$ cat src/rtl/alu_arbiter.sv
// Two-requester front end for the shared ALU: round-robin grant, one operation
// in flight, and the result is steered back only to the requester that issued it.
module alu_arbiter #(
    parameter int DATA_WIDTH = 16
) (
    input  logic                    clk,
    input  logic                    rst_n,
    input  logic [2*DATA_WIDTH-1:0] i_req_a,
    input  logic [2*DATA_WIDTH-1:0] i_req_b,
    input  logic [3:0]              i_req_op,
    input  logic [1:0]              i_req_signed,
    input  logic [1:0]              i_req_valid,
    output logic [1:0]              o_req_ready,
    output logic [DATA_WIDTH-1:0]   o_rsp_result,
    output logic                    o_rsp_error,
    output logic [1:0]              o_rsp_valid,
    input  logic [1:0]              i_rsp_ready,
    output logic [DATA_WIDTH-1:0]   o_alu_input_a,
    output logic [DATA_WIDTH-1:0]   o_alu_input_b,
    output logic [1:0]              o_alu_input_op,
    output logic                    o_alu_input_signed,
    output logic                    o_alu_input_valid,
    input  logic                    i_alu_input_ready,
    input  logic [DATA_WIDTH-1:0]   i_alu_result,
    input  logic                    i_alu_error,
    input  logic                    i_alu_result_valid,
    output logic                    o_alu_result_ready
);

    typedef enum logic [1:0] {IDLE, ISSUE, WAIT} state_t;

    state_t                  state_reg;
    logic                    owner_reg;
    logic                    last_grant_reg;
    logic [DATA_WIDTH-1:0]   a_reg;
    logic [DATA_WIDTH-1:0]   b_reg;
    logic [1:0]              op_reg;
    logic                    signed_reg;

    logic                    winner;
    logic                    in_wait;
    logic [DATA_WIDTH-1:0]   req_a   [2];
    logic [DATA_WIDTH-1:0]   req_b   [2];
    logic [1:0]              req_op  [2];

    // Unpack the per-requester buses and build the per-requester handshake bits.
    generate
        for (genvar gi = 0; gi < 2; gi++) begin : g_req
            assign req_a[gi]  = i_req_a[gi*DATA_WIDTH +: DATA_WIDTH];
            assign req_b[gi]  = i_req_b[gi*DATA_WIDTH +: DATA_WIDTH];
            assign req_op[gi] = i_req_op[gi*2 +: 2];
            // Ready is masked while reset is held so nothing appears granted.
            assign o_req_ready[gi] = rst_n && (state_reg == IDLE) &&
                                     i_req_valid[gi] && (winner == 1'(gi));
            assign o_rsp_valid[gi] = in_wait && (owner_reg == 1'(gi)) &&
                                     i_alu_result_valid;
        end
    endgenerate

    always_comb begin
        winner = 1'b0;
        if (i_req_valid == 2'b11) begin
            winner = ~last_grant_reg;
        end else if (i_req_valid[1]) begin
            winner = 1'b1;
        end
    end

    assign in_wait            = (state_reg == WAIT);
    assign o_rsp_result       = in_wait ? i_alu_result : '0;
    assign o_rsp_error        = in_wait && i_alu_error;
    assign o_alu_result_ready = in_wait && i_rsp_ready[owner_reg];

    assign o_alu_input_valid  = (state_reg == ISSUE);
    assign o_alu_input_a      = a_reg;
    assign o_alu_input_b      = b_reg;
    assign o_alu_input_op     = op_reg;
    assign o_alu_input_signed = signed_reg;

    always_ff @(posedge clk or negedge rst_n) begin
        if (!rst_n) begin
            state_reg      <= IDLE;
            owner_reg      <= 1'b0;
            last_grant_reg <= 1'b1;
            a_reg          <= '0;
            b_reg          <= '0;
            op_reg         <= '0;
            signed_reg     <= 1'b0;
        end else begin
            case (state_reg)
                IDLE: begin
                    if (|o_req_ready) begin
                        a_reg      <= req_a[winner];
                        b_reg      <= req_b[winner];
                        op_reg     <= req_op[winner];
                        signed_reg <= i_req_signed[winner];
                        owner_reg  <= winner;
                        state_reg  <= ISSUE;
                    end
                end
                ISSUE: begin
                    if (i_alu_input_ready) begin
                        state_reg <= WAIT;
                    end
                end
                WAIT: begin
                    if (i_alu_result_valid && i_rsp_ready[owner_reg]) begin
                        last_grant_reg <= owner_reg;
                        state_reg      <= IDLE;
                    end
                end
                default: state_reg <= IDLE;
            endcase
        end
    end

endmodule

$ cat config.mk
export PLATFORM = sky130hd
export DESIGN_NAME = alu_arbiter
export DESIGN_NICKNAME = d
export VERILOG_FILES = /design/src/rtl/alu_arbiter.sv
export SDC_FILE = /design/constraint.sdc
export NUM_CORES = 1
export LEC_CHECK = 0
export CAP_MARGIN = 15
export CORE_MARGIN = 5
export CORE_UTILIZATION = 32
export DETAILED_ROUTE_END_ITERATION = 10
export MAX_ROUTING_LAYER = met4
export PLACE_DENSITY = 0.78
export SLEW_MARGIN = 20
export SYNTH_ARGS = -nofsm -noshare
export SYNTH_HDL_FRONTEND = slang
export SYNTH_SLANG_ARGS = --single-unit
$ cat constraint.sdc
create_clock -name clk -period 1.45 [get_ports clk]
set_clock_uncertainty 0.2 [all_clocks]
set_input_delay 0.29 -clock clk [delete_from_list [all_inputs] [get_ports clk]]
set_output_delay 0.29 -clock clk [all_outputs]
set_load 0.03 [all_outputs]
## After elaboration in Yosys (flattened, before gate mapping)

Cells that the tools add are included.

- Magnitude comparators: 3
- Equality and inequality tests: 6
- Muxes and demuxes: 20
- Bitwise operators: 4
- Reductions and logical operators: 17

Operators by type and width:

| operator | count |
|---|---|
| $mux W16 | 7 |
| $logic_and A1 B1 Y1 | 12 |
| $mux W2 | 6 |
| $mux W1 | 6 |
| $ne A2 B1 Y1 const B | 3 |
| $pmux W2 S3 | 1 |
| $eq A2 B2 Y1 const B | 2 |
| $lt A1 B2 Y1 const B | 2 |
| $reduce_and A2 Y1 | 2 |
| $not A1 Y1 | 3 |
| $reduce_and A3 Y1 | 1 |
| $eq A2 B1 Y1 const B | 1 |
| $ge A2 B2 Y1 const B | 1 |
| $logic_not A2 Y1 | 1 |
| $not A1 Y2 | 1 |
| $reduce_or A2 Y1 | 1 |

- Flip-flop bits (word level): 39
- Input bits: 95
- Output and inout bits: 58
- Logic and storage cells: 57

## Depth between registers and ports, before layout

- Word-level depth: 7
- Gate-level depth with buffers: 5

## Worst setup path before layout

OpenSTA, ideal clock, no wires.

- Path kind: register to output
- Start point: register last_grant_reg
- End point: output port o_req_ready[0]
- Arrival: 1569 ps
- Path slack: -609 ps
- Cell stages (with the launch flop): 5
- Buffers on the path: 2
- Cells stage by stage: dfstp_2 -> nor2b_1 -> buf_2 -> clkbuf_1 -> nor3_1

- Longest elaborated chain between the ends: 4

RTL lines:

| item | RTL line | text |
|---|---|---|
| start, declared | 34 | `logic last_grant_reg;` |
| start signal, assigned | 108 | `last_grant_reg <= owner_reg;` |
| $not A1 Y1 | 63 | `winner = ~last_grant_reg;` |
| $mux W1 | 62 | `if (i_req_valid == 2'b11) begin` |
| $not A1 Y1 | 54 | `i_req_valid[gi] && (winner == 1'(gi));` |
| $logic_and A1 B1 Y1 | 54 |  |
| end, declared | 13 | `output logic [1:0] o_req_ready,` |

No other way between the ends.

## Final worst setup path

- Start point: register state_reg[0]
- End point: output port o_req_ready[0]

- Longest elaborated chain between the ends: 4

RTL lines:

| item | RTL line | text |
|---|---|---|
| start, declared | 32 | `state_t state_reg;` |
| start signal, assigned | 82 | `state_reg <= IDLE;` |
| start signal, assigned | 98 | `state_reg <= ISSUE;` |
| start signal, assigned | 103 | `state_reg <= WAIT;` |
| $logic_not A2 Y1 | 53 | `assign o_req_ready[gi] = rst_n && (state_reg == IDLE) &&` |
| $logic_and A1 B1 Y1 (2 in a row) | 53 |  |
| $logic_and A1 B1 Y1 | 54 |  |

No other way between the ends.

==> impl_metrics.py <==
metrics = {
    "run_status": {
        "outcome": "finished with violations",
        "violations": "setup timing",
    },
    "route": {
        "vias": 2207,
        "first_pass_iters": 4,
        "drc": 0,
        "avgViaCountPerCell": 5.27,
        "postRouteAntennaNets": 0,
        "routed_wirelength_um": 7740,
        "wl_per_cell_um": 18.5,
        "drtIter0Drc": 34,
    },
    "placement": {
        "hpwl_um": 5670,
        "port_buffers": 152,
        "gp_congestion": 0.762,
    },
    "sta": {
        "fmax_ghz": 0.521,
        "timing.final.ws_setup_ns": -0.468,
        "slew_headroom": 0.670,
        "hold_viol_final": 0,
        "rsz0062_at_grt": "yes",
        "final-setup-viol-count": 60,
        "setup_tns_ns": -20.45,
        "worst_slew_pin_slew_ns": 0.495,
        "period_minus_slack_ns": 1.92,
        "hold_ws_ns": 0.0115,
        "min_period_over_period": 1.32,
        "slew_violations": 0,
    },
    "synthesis": {
        "synth_top_area_frac": 0.438,
        "syn_inst": 171,
        "seq_area_frac_synth": 0.450,
        "syn_area_um2": 2170,
        "synth_nets": 266,
        "ys_ff_latch": 39,
        "synthArstFlopShare": 1.00,
        "synth-edff-count": 0,
        "ys_types": 29,
        "syn_avg_cell_area_um2": 12.7,
        "synth_area_leaders": "dfrtp_1 44%, a2bb2oi_2 20%, o32ai_1 14%",
        "synth_flop_cell": "dfrtp_1",
        "yosys_warnings": 0,
        "yosysTopAreaCell": "dfrtp_1",
    },
    "cells_and_area": {
        "final-seq-area_um2": 977,
        "area_growth_pct": 94.7,
        "fill_cells": 552,
        "final_nets": 434,
        "drive_above_1_share": 0.472,
        "antenna_cells": 0,
        "fin_util": 0.633,
        "multi_input_area_um2": 1200,
    },
    "clocking": {
        "cts_sinks": 39,
        "cts_buffers": 5,
        "cts_max_level": 2,
        "clk_pin_slew_ns": 0.07,
        "clk_path_buf_depth": 2,
        "holdBufCountCts": 0,
        "cts_tree": "done",
        "clock-root-buffer": "clkbuf_8",
        "worstSkewPairLatency_ns": 0.28,
    },
    "worst_setup_path": {
        "rr_worst_depth": 6,
        "crit_fanout": 3,
        "cp_slowest_cell": "or3b_4",
        "rrSetupSlack_ns": -0.38,
        "crit_type": "flop to primary output",
        "crit_path_end_kind": "primary output",
        "reg2reg_from": "state_reg[0]",
        "r2r_end": "o_alu_input_a[1]",
        "critPathLaunchType": "flop",
        "crit_required_ns": 0.96,
        "worst-endpoint-arrival_ns": 1.43,
        "cp_slowest_stage_delay_ns": 0.45,
        "cp_cell_sequence": "or3b_4, nor3_4, buf_6",
    },
    "min_path": {
        "hp-class": "input pin to asynchronous set/reset pin",
    },
    "global_route": {
        "grt_pass1_vias": 2425,
        "antenna_found_initial": 0,
        "grt-ovfl-total": 0,
        "grt_pass1_wl_um": 12500,
        "grt_max_degree": 40,
        "track_usage": 0.188,
    },
    "power_and_ir_drop": {
        "power.density_nw_per_um2": 1920,
        "p_int_w": 0.00468,
        "leakage_nw": 1.70,
        "switching_power_w": 0.00343,
        "ir_drop_uv": 1010,
        "swShare": 0.423,
        "combPwrFrac": 0.663,
        "clockPowerShare": 0.091,
        "seqPwrFrac": 0.246,
    },
    "floorplanning": {
        "fp.dieW_um": 92.4,
        "initial_core_util": 0.325,
        "design.die.area_um2": 8530,
        "io_pins": 153,
        "core-area_um2": 6680,
        "num_rows": 30,
        "die-height_um": 92.4,
    },
    "run": {
        "cap_violations": 0,
    },
}
## Yosys cell counts, types with 3 or more instances
cell type and n:
a2bb2oi_1 6, a2bb2oi_2 29, and2_1 18, buf_2 6
buf_8 3, clkbuf_1 9, dfrtp_1 38, nor2_1 4
nor2b_1 4, o32ai_1 35
## logic make-up after synthesis
| kind of cell | Yosys count | share of synthesized area |
|---|---|---|
| AO/OA/AOI/OAI | 78 | 0.395 |
| flip-flops | 39 | 0.450 |
| AND/OR/NAND/NOR | 33 | 0.100 |
| buffers and inverters | 21 | 0.0553 |
## area by class of cell
class,instances,area share
timing repair buffer,180,0.439
sequential,39,0.231
tap,80,0.0237
multi-input combinational,111,0.284
clock buffer,6,0.0195
inverter,2,0.00178
clock inverter,1,0.00118
## power by group through the flow
stage / logic, W / registers (W) / clock network [W]
after floorplan: 0.00218 / 0.00290 / 0
after global placement: 0.00491 / 0.00198 / 0
after detailed placement: 0.00497 / 0.00201 / 0
after CTS: 0.00535 / 0.00199 / 0.000758
after global routing: 0.00567 / 0.00207 / 0.000816
final: 0.00538 / 0.00200 / 0.000737
## what timing repair did
action | 4_1_cts | 5_1_grt
pin swaps | 2 | 1
setup endpoints to repair | 60 | 61
resized for setup | 28 | 12
gates cloned | 3 | 1
buffers inserted | 3 | 1
## critical path, delay by kind of cell (launching register included)
kind,cells,cell delay [ns]
AND/OR/NAND/NOR,2,0.60
flip-flops,1,0.40
buffers and inverters,1,0.15
## stage by stage
stage,cell area (um2),std cells,setup slack [ns],power (W)
after CTS,4190,419,-0.483,0.00810
after detailed placement,3890,406,-0.473,0.00698
final,4230,419,-0.468,0.00811
after floorplan,2280,171,-0.229,0.00508
after global routing,4230,419,-0.537,0.00855
after global placement,3890,406,-0.427,0.00689
## worst max-delay path by stage
stage              startpoint               end  cells past startpoint
3_5_place_dp   i_req_valid[0]  o_alu_input_b[4]                      5
6_report         state_reg[0]    o_req_ready[0]                      3
3_3_place_gp   i_req_valid[0]  o_alu_input_a[1]                      5
5_1_grt          state_reg[0]    o_rsp_valid[1]                      5
2_1_floorplan  last_grant_reg    o_req_ready[0]                      4
4_1_cts          state_reg[0]    o_req_ready[0]                      3
## cells in the final DEF, fill, tap and decap left out, drive strengths merged, types with 2 or more instances in the layout
| master | synthesis | final |
|---|---|---|
| a2bb2oi | 35 | 35 |
| and2 | 19 | 19 |
| buf | 10 | 86 |
| clkbuf | 9 | 7 |
| clkdlybuf4s50 | 0 | 93 |
| dfrtp | 38 | 38 |
| inv | 2 | 2 |
| nor2 | 5 | 5 |
| nor2b | 4 | 4 |
| o32ai | 35 | 35 |
## routing by layer
layer / routed length, um / vias up / track usage / share of wire
met5: 0 / - / - / 0
met4: 53 / 0 / 0.0421 / 0.0068
met3: 641 / 5 / 0.0544 / 0.083
met2: 4000 / 96 / 0.323 / 0.52
met1: 3040 / 1078 / 0.217 / 0.39
li1: - / 1028 / - / -
(Power assumes the default switching activity.)
==> RTL change: new RTL, config.mk and constraints unchanged <==
Register the output `o_rsp_error`, with the module's reset; this adds one clock of latency there. The other outputs are not delayed to match.
--- a/src/rtl/alu_arbiter.sv
+++ b/src/rtl/alu_arbiter.sv
@@ -70,3 +70,9 @@
     assign o_rsp_result       = in_wait ? i_alu_result : '0;
-    assign o_rsp_error        = in_wait && i_alu_error;
+    always_ff @(posedge clk or negedge rst_n) begin
+        if (!rst_n) begin
+            o_rsp_error <= '0;
+        end else begin
+            o_rsp_error <= in_wait && i_alu_error;
+        end
+    end
     assign o_alu_result_ready = in_wait && i_rsp_ready[owner_reg];
Function: changed (a bounded check fails within 4 cycles, from zero or initial values and one cycle with rst_n low).
==> RTL change against the original RTL <==
- the run ends with negative hold slack, negative setup slack left
- final area grew 0.35%
- area after synthesis grew 1.2%
- synthesized cell count grew 0.58%
- critical path depth is the same
- power grew 0.46%
- via count grew 0.95%
- hold slack lost 0.026 ns
- sequential cell count grew 1
- routed wire length grew 1.4%
- worst setup slack lost 0.0084 ns
- largest power group unchanged
==> RTL change: results (changes against the original RTL) <==
Placed design
  • Pre-CTS setup slack: -0.485 ns (-0.0121 ns)
  • Detailed placement HPWL: 5.71 mm (+0.62%)
  • GP Congestion: 0.751 (-1.4%)
  • Placed Area: 3930 um2 (+0.84%)

Timing
  • Final setup fails: 59 (-1.7%)
  • Hold Vio Cnt, Final: 32 (+32)
  • Post-route setup slack: -0.476 ns (-0.00838 ns)
  • Slew @ Worst Pin: 0.527 ns (+0.0326 ns)
  • Hold slack: -0.0146 ns (-0.0262 ns)

Synthesis
  • Unique masters post-synth: 28 (-3.4%)
  • Sequential fraction of the synthesis area: 45.6% (+0.63 points)
  • Synthesis Warnings: 0 (unchanged)
  • Top post-synthesis cells by area: dfrtp_1 (44%), a2bb2oi_2 (20%), o32ai_1 (14%)
  • Commonest cells in the netlist: dfrtp_1 (39), o32ai_1 (35), a2bb2oi_2 (29)
  • Syn_nets: 267 (+0.38%)

Global route
  • Global-route wire length before repair: 12.5 mm (-0.17%)
  • Initial antenna violation count: 0 (unchanged)
  • Gr usage total: 18.6% (-0.14 points)
  • Largest net degree at the start of global routing: 41 (+2.5%)
  • Vias in the first global route: 2355 (-2.9%)

Route
  • WL/cell: 18.6 um (+0.46%)
  • Initial DRC Count: 67 (+97%)
  • DR vias: 2228 (+0.95%)

Layout
  • ANT cells: 0 (unchanged)
  • Final net count: 438 (+0.92%)
  • Layout cells sized above 1: 47.2% (about the same)

Status
  • Status: finished, violations left
  • Failing checks: negative hold slack, negative setup slack

Clock tree
  • Reg clk slew, reported paths: 0.08 ns
  • TritonCTS Buffers: 5 (unchanged)
  • Worst skew pair latency: 0.28 ns (about the same)
  • Clk root buf: clkbuf_8

Critical path
  • CP peak stage delay: 0.46 ns
  • Worst path slowest cell: or3b_4
  • Maximum fanout count along the critical path: 4 (+1)

Pwr
  • Leakage: 1.72 nW (+0.82%)
  • Peak VDD IR: 811 uV (-19%)
==> RTL change: cell count changes after synthesis <==
cell | unedited run | this run
buf_1 | 1 | 0
clkbuf_1 | 9 | 10
dfrtp_1 | 38 | 39
==> RTL change: power by group <==
group	switching (W)	total (W)	internal [W]	leakage, nW
Sequential	0.000394	0.00204	0.00165	0.438
Clock	0.000369	0.000696	0.000327	0.0410
Combinational	0.00268	0.00541	0.00273	1.24
Total	0.00345	0.00815	0.00470	1.72
==> RTL change: repair_timing <==
action	in CTS	in global routing
cloned	3	1
gates resized for setup	38	9
endpoints found under the setup margin	60	60
pin swaps	2	3
buffers inserted	4	2
==> RTL change: cell families after synthesis <==
logic type / synth area share [%]
DFF: 45.6
buffers and inverters: 5.47
AOI/OAI and AO/OA: 39.0
and+or+nand+nor: 9.91
==> RTL change: critical path: cells and delay by family (launching register included) <==
family                 cells  cell delay, ns
flip-flops                 1            0.39
buffers and inverters      1            0.15
AND/OR/NAND/NOR            2            0.61
==> RTL change: final timing paths <==
| kind | slack, ns | start | end | cells after the start |
|---|---|---|---|---|
| max | -0.48 | state_reg[1]$_DFFE_PN0P_ | o_req_ready[0] | 3 |
| min | -0.01 | rst_n | o_alu_input_b[3]$_DFFE_PN0P_ | 3 |
| max reg2reg | -0.38 | state_reg[1]$_DFFE_PN0P_ | o_alu_input_a[5]$_DFFE_PN0P_ | 5 |
| min reg2reg | 0.33 | o_alu_input_a[9]$_DFFE_PN0P_ | o_alu_input_a[9]$_DFFE_PN0P_ | 1 |
| max in group asynchronous | 0.69 | rst_n | last_grant_reg$_DFFE_PN1P_ | 3 |
| min in group clk | 0.33 | o_alu_input_a[9]$_DFFE_PN0P_ | o_alu_input_a[9]$_DFFE_PN0P_ | 1 |
==> RTL change: per-stage QoR <==
stage	instances	TNS, ns	hold WS [ns]	total power [W]
6_report	423	-21.46	-0.0146	0.00815
5_1_grt	423	-24.35	0.0391	0.00858
4_1_cts	424	-23.09	0.00500	0.00823
3_5_place_dp	410	-20.15	0.313	0.00705
3_3_place_gp	410	-18.25	0.304	0.00694
2_1_floorplan	172	-4.71	-0.206	0.00510
==> RTL change: metal layers <==
layer	wire length [um]	GRT usage, %	vias up
met3	592	4.79	2
met2	3830	30.4	110
met1	3420	23.7	1076
met4	8	3.30	0
li1	-	-	1040
met5	0	-	-
==> RTL change: cell type report <==
type	instances	area [um2]
fillers	578	2510
multi-input cells	111	1210
repair buffers	183	1840
well taps	80	100
inverters	2	7.51
clock inverters	1	5.00
clock buffers	6	72.6
flip-flops and latches	40	1000
